File: src/rtl/decode_stage_pipelined.sv
// decode_stage_pipelined: register file plus registered ID/EX pipeline boundary.
//   Provides a write-through bypass on reads, load-use hazard detection with
//   bubble insertion, branch flush and back-end hold.
//
// Optional feature macro: STALL_COUNTER_EN
//   Defined   : 16-bit saturating count of stalled cycles drives stall_count.
//   Undefined : stall_count is tied to 0.
//
// Ports:
//   clk, rst (async, active-low)
//   in_valid, opcode, src, dst, ctrl_in : IF/ID instruction and control bundle
//   wb_we, wb_addr, wb_data             : register file write-back port
//   flush, ex_hold                      : branch squash / back-end stall
//   stall_out                           : combinational freeze for PC and IF/ID
//   out_valid, out_opcode, out_src, out_dst,
//   out_rsrc, out_rdst, out_ctrl        : registered ID/EX contents
//   stall_count                         : stall cycle count
module decode_stage_pipelined #(
    parameter int unsigned W           = 16,
    parameter int unsigned N           = 3,
    parameter int unsigned OPW         = 6,
    parameter int unsigned CW          = 14,
    parameter int unsigned MEMREAD_BIT = 13
) (
    input  logic           clk,
    input  logic           rst,
    input  logic           in_valid,
    input  logic [OPW-1:0] opcode,
    input  logic [N-1:0]   src,
    input  logic [N-1:0]   dst,
    input  logic [CW-1:0]  ctrl_in,
    input  logic           wb_we,
    input  logic [N-1:0]   wb_addr,
    input  logic [W-1:0]   wb_data,
    input  logic           flush,
    input  logic           ex_hold,
    output logic           stall_out,
    output logic           out_valid,
    output logic [OPW-1:0] out_opcode,
    output logic [N-1:0]   out_src,
    output logic [N-1:0]   out_dst,
    output logic [W-1:0]   out_rsrc,
    output logic [W-1:0]   out_rdst,
    output logic [CW-1:0]  out_ctrl,
    output logic [15:0]    stall_count
);

    localparam int unsigned NREG = 1 << N;

    logic [W-1:0] regs [NREG];
    logic [W-1:0] rsrc_c;
    logic [W-1:0] rdst_c;
    logic         hazard_c;

    // Register file storage; no hard-wired zero register.
    always_ff @(posedge clk or negedge rst) begin
        if (!rst) begin
            for (int i = 0; i < NREG; i++) begin
                regs[i] <= '0;
            end
        end else if (wb_we) begin
            regs[wb_addr] <= wb_data;
        end
    end

    // Reads with write-through bypass so a same-cycle write-back is seen.
    always_comb begin
        rsrc_c = regs[src];
        rdst_c = regs[dst];
        if (wb_we && (wb_addr == src)) rsrc_c = wb_data;
        if (wb_we && (wb_addr == dst)) rdst_c = wb_data;
    end

    // Load-use: the load in ID/EX writes a register the incoming instruction reads.
    assign hazard_c = in_valid && out_valid && out_ctrl[MEMREAD_BIT]
                      && ((out_dst == src) || (out_dst == dst));

    assign stall_out = (hazard_c || ex_hold) && !flush;

    // ID/EX boundary: flush > hold > hazard bubble > normal advance.
    always_ff @(posedge clk or negedge rst) begin
        if (!rst) begin
            out_valid  <= 1'b0;
            out_opcode <= '0;
            out_src    <= '0;
            out_dst    <= '0;
            out_rsrc   <= '0;
            out_rdst   <= '0;
            out_ctrl   <= '0;
        end else if (flush || (!ex_hold && hazard_c)) begin
            out_valid  <= 1'b0;
            out_opcode <= '0;
            out_src    <= '0;
            out_dst    <= '0;
            out_rsrc   <= '0;
            out_rdst   <= '0;
            out_ctrl   <= '0;
        end else if (!ex_hold) begin
            out_valid  <= in_valid;
            out_opcode <= opcode;
            out_src    <= src;
            out_dst    <= dst;
            out_rsrc   <= rsrc_c;
            out_rdst   <= rdst_c;
            out_ctrl   <= in_valid ? ctrl_in : '0;
        end
    end

`ifdef STALL_COUNTER_EN
    logic [15:0] stall_cnt_q;

    // Saturating count of cycles in which the front end was frozen.
    always_ff @(posedge clk or negedge rst) begin
        if (!rst) begin
            stall_cnt_q <= 16'h0000;
        end else if (stall_out && (stall_cnt_q != 16'hFFFF)) begin
            stall_cnt_q <= stall_cnt_q + 16'd1;
        end
    end

    assign stall_count = stall_cnt_q;
`else
    assign stall_count = 16'h0000;
`endif

endmodule

File: config.mk
export PLATFORM = sky130hd
export DESIGN_NAME = decode_stage_pipelined
export DESIGN_NICKNAME = d
export VERILOG_FILES = /design/src/rtl/decode_stage_pipelined.sv
export SDC_FILE = /design/constraint.sdc
export NUM_CORES = 1
export LEC_CHECK = 0
export CAP_MARGIN = 0
export CORE_ASPECT_RATIO = 1.75
export CORE_MARGIN = 2
export CORE_UTILIZATION = 40
export CTS_BUF_LIST = sky130_fd_sc_hd__clkbuf_8
export CTS_CLUSTER_DIAMETER = 80
export DETAILED_ROUTE_END_ITERATION = 7
export SYNTH_ARGS = -nofsm -noshare
export SYNTH_HDL_FRONTEND = slang
export SYNTH_SLANG_ARGS = --single-unit
export TNS_END_PERCENT = 100
File: constraint.sdc
create_clock -name clk -period 2.42 [get_ports clk]
set_input_delay 0.484 -clock clk [delete_from_list [all_inputs] [get_ports clk]]
set_output_delay 0.484 -clock clk [all_outputs]
set_load 0.05 [all_outputs]
# After elaboration in Yosys (flattened, before gate mapping)
# Cells that the tools add are included.
[classes] add_sub_neg=0 mul=0 div_mod_pow=0 order_cmp=4 eq_ne=5 shifts=0 muxes=26 n_bitwise=3 reduce_logical=13
[ops] operator="two-way mux 16 bit" count=11
[ops] operator="bitwise mux 128 bit" count=1
[ops] operator="binary-select mux 16 bit (select 3 bit)" count=2
[ops] operator="demux 16 bit (select 3 bit)" count=1
[ops] operator="two-way mux 14 bit" count=3
[ops] operator="equality test 3 bit" count=4
[ops] operator=">= comparator 4 bit (second input constant)" count=3
[ops] operator="two-way mux 3 bit" count=4
[ops] operator="two-way mux 6 bit" count=2
[ops] operator="inverter 3 -> 4 bit" count=3
[ops] operator="logical AND 1 bit" count=8
[ops] operator="< comparator 4 x 1 -> 1 bit (second input constant)" count=1
[ops] operator="logical OR 1 bit" count=3
[ops] operator="zero test 1 bit" count=2
[ops] operator="two-way mux 1 bit" count=2
[ops] operator="inequality test 2 x 1 -> 1 bit (second input constant)" count=1
[totals] register_bits=187 latchBits=0 mem_bits_rw=0 rom_bits=0 input_bits=51 output_inout_bits=76 wordCells=66 n_memories=0

# Logic depth before layout (Yosys ltp)
[logic_depth] depth_word=7 depth_mapped=8 depth_no_buf=4

# Worst setup path after synthesis
# OpenSTA, ideal clock, no wires.
[synth_path] path_type="flip-flop to output port" startpoint="register out_dst[1]" endpoint="output port stall_out" t_arrival_ns=2.431 required_time_ns=1.936 path_slack_ns=-0.495 stages_incl_launch_ff=6 n_path_buf=2 cell_sequence="dfrtp_1 xor2_1 or4_1 buf_2 clkbuf_1 a21oi_1"
[synth_between] elab_chain_cells=5 word_cells_on_any_way=6 classes_between="eq/ne: 2; reduce/logical: 4"
[synth_lines] element="start: declaration" line_no="41" source="output logic [N-1:0] out_dst,"
[synth_lines] element="start signal: assignment" line_no="102" source="out_dst <= dst;"
[synth_lines] element="equality test 3 bit" line_no="76" source="&& ((out_dst == src) || (out_dst == dst));"
[synth_lines] element="logical OR 1 bit *" line_no="76"
[synth_lines] element="logical AND 1 bit *" line_no="76"
[synth_lines] element="logical OR 1 bit *" line_no="78" source="assign stall_out = (hazard_c || ex_hold) && !flush;"
[synth_lines] element="logical AND 1 bit *" line_no="78"
[synth_lines] element="end: declaration" line_no="37" source="output logic stall_out,"
# Mark *: on every way between the ends. The rest lies on a longest branch, timed or not.

# Worst setup path after layout
[layout_path] startpoint="input port dst[1]" endpoint="output port stall_out"
[layout_between] elab_chain_cells=5
[layout_lines] element="start: declaration" line_no="30" source="input logic [N-1:0] dst,"
[layout_lines] element="equality test 3 bit" line_no="76"
[layout_lines] element="logical OR 1 bit" line_no="76"
[layout_lines] element="logical AND 1 bit" line_no="76"
[layout_lines] element="logical OR 1 bit" line_no="78"
[layout_lines] element="logical AND 1 bit" line_no="78"
# Every way passes these cells.

==> qor.csv <==
metric,value,unit
Yosys cell types,33,
Initial Util,0.408,
Core ar.,23300,um^2
#FFs+latches synth,187,
max incr delay on CP,0.56,ns
Max Cap Viol,0,
FF-to-FF setup slack,0.21,ns
crit end category,output pin,
Critical Path Fanout Max,2,
first-pass GRT wire length,42.9,mm
Post-synth EDFFs,0,
synth warn,0,
via count,7047,
hpwl dp,17.8,mm
Pwr per Cell Area,719,nW/um^2
clock latency on the worst-skew pair,0.51,ns
Layout area overhead,23.4,%
I/O pin cnt,127,
setup TNS,-0.0663,ns
Final min period,2.49,ns
Mapped Cells,816,
most used flip-flop cell after synthesis,dfrtp_1,
CTS Root Cell,clkbuf_8,
worst vdd ir,364,uV
final setup margin,-0.0663,ns
port bufs,110,
fin crit share,1.03,
Avg Inst Size Synth,11.7,um^2
outcome,"finished, violations left",
crit start category,input port,
power consumption,0.00845,W
sequential fraction of the synthesis area,0.491,
Worst Hold Margin,-0.0214,ns
gr usage total,0.227,
clk buf depth,2,
P_leak,5.14,nW
Critical Path Start,dst[1],
Combinational Power Share,0.262,
DR WL/cell,22.2,um
sequential share of power,0.481,
RSZ-0062 raised after global routing,true,
switching pwr,0.00276,W
Crit Path Class,input port to output pin,
first drt pass iteration count,4,
TritonCTS clock tree,built,
pre-CTS setup slack,-0.181,ns
Rows,74,
RR Startpoint,out_dst[1],
switch share,0.326,
# diodes,0,
Remaining DRCs,0,
Critical Path RT,1.94,ns
Syn Std Cell Area,9530,um^2
clock power share,0.256,
CP endpoint,stall_out,
share of cells above drive strength 1,0.252,
fin nets,969,
initial drt markers,285,
"Hold Violations, Final",8,
Routed Antenna Nets,0,
total wire length,27.4,mm
Crit path arrival time,2.00,ns
Least-Margin Pin Slew,0.644,ns
Fillers,2124,
Vias/cell,5.71,
slowest CP cell,or4_4,
Slew headroom,0.571,
"critical path, cell by cell",clkdlybuf4s50_1 > xor2_1 > or4_4 > a21oi_4 > buf_12,
die footprint,25100,um^2
failing checks,"hold timing, setup timing",
Max Clock Freq,402,MHz
Final Skew,0.0150,ns
GPL Wtd Cong,0.788,
clock sink total,187,
H-tree Lvls,4,
FF-to-FF End,out_rsrc[11],
pin count of the biggest net entering global routing,74,
Final Max Slew Viols,0,
vias in the first global route,7341,
initial antenna violation count,0,
die span in x,121,um
"Clk pin slew, worst setup/hold paths",0.09,ns
Die Ht,208,um
Internal,0.00569,W
worst hold path class,input port to asynchronous set/reset pin,
Async SR Flop Fraction,1.00,
CTS buffer count,17,
worst reg-to-reg path cell count,8,
final setup violating endpoints,1,
gr ovfl total,0,
-- critical path: cells and delay by family --
family,cells,cell delay [ns]
buffers and inverters,2,0.59
xor gates and xnor gates,1,0.17
AOI/OAI and AO/OA,1,0.19
and+or+nand+nor,1,0.56
-- cells by family (layout without fill, tap and decap cells) --
| kind of cell | Yosys count | after routing | synth area share |
|---|---|---|---|
| buffers and inverters | 100 | 200 | 0.0512 |
| flip-flops | 187 | 187 | 0.491 |
| XOR/XNOR | 12 | 12 | 0.0110 |
| other | 1 | 16 | 0.000394 |
| AND/OR/NAND/NOR | 135 | 135 | 0.0668 |
| AO/OA/AOI/OAI | 125 | 125 | 0.0936 |
| multiplexers | 256 | 256 | 0.286 |
-- layout by cell type (no fill, tap or decap), types with 2 or more instances in the layout --
master | synthesis | final
buf_4 | 16 | 36
bufinv_16 | 0 | 2
a32oi_1 | 12 | 12
o22ai_1 | 64 | 64
clkbuf_8 | 0 | 19
inv_8 | 0 | 2
clkinvlp_4 | 0 | 4
xnor2_1 | 6 | 6
or2_2 | 2 | 2
a22o_1 | 14 | 14
clkinv_4 | 0 | 2
buf_12 | 0 | 24
nand2b_1 | 5 | 5
mux2i_1 | 128 | 128
nor3_1 | 33 | 32
dfrtp_2 | 0 | 5
nand4_1 | 3 | 3
clkdlybuf4s50_1 | 0 | 106
inv_6 | 0 | 3
nand4b_1 | 3 | 3
dfrtp_1 | 187 | 182
conb_1 | 1 | 16
xor2_1 | 6 | 6
nand2_1 | 35 | 35
o31ai_1 | 32 | 32
and4_1 | 2 | 2
mux2_2 | 128 | 128
nor2_1 | 45 | 44
-- flip-flops by register name (all words and copies together), names as in the netlist --
name / count
out_ctrl: 14
out_dst: 3
out_opcode: 6
out_rdst: 16
out_rsrc: 16
out_src: 3
out_valid: 1
regs: 128
-- stage by stage --
stage	util	std cells	cell area, um^2
after detailed placement	0.484	1196	11300
after global routing	0.504	1235	11800
final	0.504	1235	11800
after global placement	0.484	1196	11300
after floorplan	-	831	9600
after CTS	0.503	1233	11700
-- power groups by stage --
stage | clock, W | sequential (W) | combinational [W]
after floorplan | 0 | 0.00429 | 0.00128
after global placement | 0 | 0.00410 | 0.00219
after detailed placement | 0 | 0.00412 | 0.00223
after CTS | 0.00223 | 0.00406 | 0.00224
after global routing | 0.00238 | 0.00415 | 0.00239
final | 0.00217 | 0.00407 | 0.00222
-- synth_stat cells, drive strengths merged, types with 3 or more instances --
master,count,share of area
nand2,35,0.014
xnor2,6,0.0055
dfrtp,187,0.49
nor2,45,0.018
nor3,34,0.018
nand4,3,0.0020
clkbuf,37,0.015
a32oi,12,0.011
mux2i,128,0.13
nand2b,5,0.0033
mux2,128,0.15
o22ai,64,0.042
nand4b,3,0.0028
buf,62,0.036
o31ai,32,0.025
xor2,6,0.0055
a22o,14,0.013
-- layer usage --
layer  up-vias  routed length (um)  GRT usage  part of all wire
li1       3163                   -          -                 -
met3        54                1120     0.0458             0.041
met5         -                   0          0                 0
met4         0                1090     0.0974             0.040
met1      3613               11000      0.266              0.40
met2       217               14200      0.397              0.52
-- worst min-delay path by stage --
stage             endpoint  slack [ns]   startpoint
2_1_floorplan  out_ctrl[0]        0.19          rst
3_3_place_gp   out_rsrc[1]        0.46  out_rsrc[1]
3_5_place_dp   out_rdst[4]        0.46  out_rdst[4]
4_1_cts        out_ctrl[8]       0.003          rst
5_1_grt           regs[17]        0.01          rst
6_report       out_ctrl[1]       -0.02          rst
-- final cells by class --
class                   count  area, um^2  area share
flip-flops and latches    187        4690       0.398
multi-input cells         544        4460       0.379
repair buffers            167        1830       0.155
well taps                 304         380      0.0323
clock buffers              18         248      0.0211
clock inverters            14         161      0.0137
inverters                   1        3.75    0.000319
-- what timing repair did --
| item | in CTS | in global routing |
|---|---|---|
| hold buffers | 0 | 0 |
| endpoints found under the setup margin | 1 | 1 |
| gates resized for setup | 2 | 0 |
| setup buffers | 5 | 2 |
| pin swaps | 3 | 3 |
No activity file was read; power rests on OpenSTA's default activity.
==> RTL edit: new RTL, same settings <==
The option `STALL_COUNTER_EN` is turned on by a define.
--- a/src/rtl/decode_stage_pipelined.sv
+++ b/src/rtl/decode_stage_pipelined.sv
@@ -15,6 +15,8 @@
 //   out_valid, out_opcode, out_src, out_dst,
 //   out_rsrc, out_rdst, out_ctrl        : registered ID/EX contents
 //   stall_count                         : stall cycle count
+`define STALL_COUNTER_EN
+
 module decode_stage_pipelined #(
     parameter int unsigned W           = 16,
     parameter int unsigned N           = 3,
Function: changed (Yosys sat finds a counterexample within 4 cycles, from zero or initial values and one cycle with rst low).
==> RTL edit against the original RTL <==
- synthesized area is 5.9% higher
- sequential cell count rose by 16
- critical path depth rose by 2
- fmax increased by 5.1%
- final area increased by 8.5%
- setup slack improved by 120 ps
- final cell count fell by 1.3%
- routed wire length grew 0.12%
- power grew 25%
- largest power group unchanged
==> RTL edit: results (changes against the original RTL) <==
metric;value;unit;change
outcome;complete, no violations;;was complete, but fails checks
largest net degree at the start of global routing;61;;was 74
post-CTS sizing;5;;was 2
GR Util met3;3.404;%;was 4.578%
total global-route track usage;21.06;%;was 22.65%
post-DP HPWL;17.36;mm;was 17.83 mm
Met1 Wirelength;10.37;mm;was 10.97 mm
PwrDens;826.2;nW/um^2;was 718.8 nW/um^2
multi-input logic area;4740;um^2;was 4457 um^2
Worst-Skew Late Latency;540;ps;was 510 ps
routed vias;6880;;was 7047
routability cong.;0.7822;;was 0.7884
critical path arrival;1880;ps;was 2000 ps
DRT Wirelength;27.39;mm;was 27.36 mm
clock share of power;31.2;%;was 25.6%
DIE AREA;26570;um^2;was 25120 um^2
post-synthesis sequential area ratio;50.33;%;was 49.11%
#FFs+latches synth;203;;was 187
bufs w/o clock;174;;was 167
post-synth cell types;38;;was 33
fin nets;937;;was 969
fraction of registers with async set/reset;100.0;%;unchanged
number of global-route vias before repair;7497;;was 7341
met2 WL;14.89;mm;was 14.18 mm
clock-pin slew on the worst setup and hold paths;60;ps;was 90 ps
RR Endpoint;stall_count[1];;was out_rsrc[11]
slew margin rel.;63.23;%;was 57.08%
top cells by count, synth;dfrtp_1, mux2_2, nand2_1;;was dfrtp_1, mux2_2, mux2i_1
cell class contributing the biggest share of worst-path delay;buffers and inverters;;unchanged
synth top area cells;dfrtp_1, mux2_2, mux4_2;;was dfrtp_1, mux2_2, mux2i_1
Seq. cell area;5084;um^2;was 4686 um^2
Mean Syn Cell Area;13.56;um^2;was 11.68 um^2
clk_buf instances;45;;was 18
global-route wire length before repair;42.29;mm;was 42.92 mm
buffering overhead;14.20;%;was 15.52%
Post-CTS Repair Setup Buffers;4;;was 5
CTS max path bufs;3;;was 2
vias per cell;5.644;;was 5.706
number of flip-flops in the largest register;128;;unchanged
multi-input gates;470;;was 544
post-place setup slack;-79.84;ps;was -181.3 ps
seq pwr;0.00450;W;was 0.00407 W
Worst Hold Class;flip-flop to flip-flop;;was input port to async pin
Net Sw Power;0.003248;W;was 0.002760 W
Worst Setup SP;dst[2];;was dst[1]
CP max stage delay;540;ps;was 560 ps
LEAKAGE;5.439;nW;was 5.139 nW
clk tree area frac;5.745;%;was 3.479%
CTS buffer count;35;;was 17
H-tree lvl count;2;;was 4
Filler Cells Inserted;2144;;was 2124
DP Area;11930;um^2;was 11280 um^2
CP max-delay cell;clkdlybuf4s50_1;;was or4_4
Finished Cell Area;12760;um^2;was 11760 um^2
reg2reg start;out_dst[0];;was out_dst[1]
met1 usage;24.18;%;was 26.56%
R2R setup slack;360;ps;was 210 ps
worst vdd ir;334.3;uV;was 364.3 uV
Port Buffer Count;126;;was 110
-- RTL edit: cell types whose count changed after synthesis, moves of 11 or more --
cell and delta:
mux2i_1 -96, o21ai_0 +67, mux4_2 +64, o22ai_1 -64
nor2_1 -42, nand2_1 +36, o31ai_1 -31, nor3_1 -28
dfrtp_1 +16, buf_4 -15, a32oi_1 -12, a22o_1 +11
-- RTL edit: logic make-up (layout without fill, tap and decap cells) --
kind of cell / count (synthesis) / in the layout / synth area share, %
DFF: 203 / 203 / 50.33
muxes: 227 / 227 / 32.11
adders and majority gates: 1 / 1 / 0.1240
xor gates and xnor gates: 25 / 25 / 2.170
AOI/OAI and AO/OA: 94 / 94 / 5.641
buffers and inverters: 71 / 234 / 3.112
and+or+nand+nor: 123 / 123 / 6.509
-- RTL edit: metrics by stage --
stage	hold slack [ps]	setup TNS, ps
floorplan	188.4	0
global placement	464.6	-67.94
detailed placement	471.3	-777.6
CTS	486.0	0
global route	516.9	-22.66
finish	477.3	0
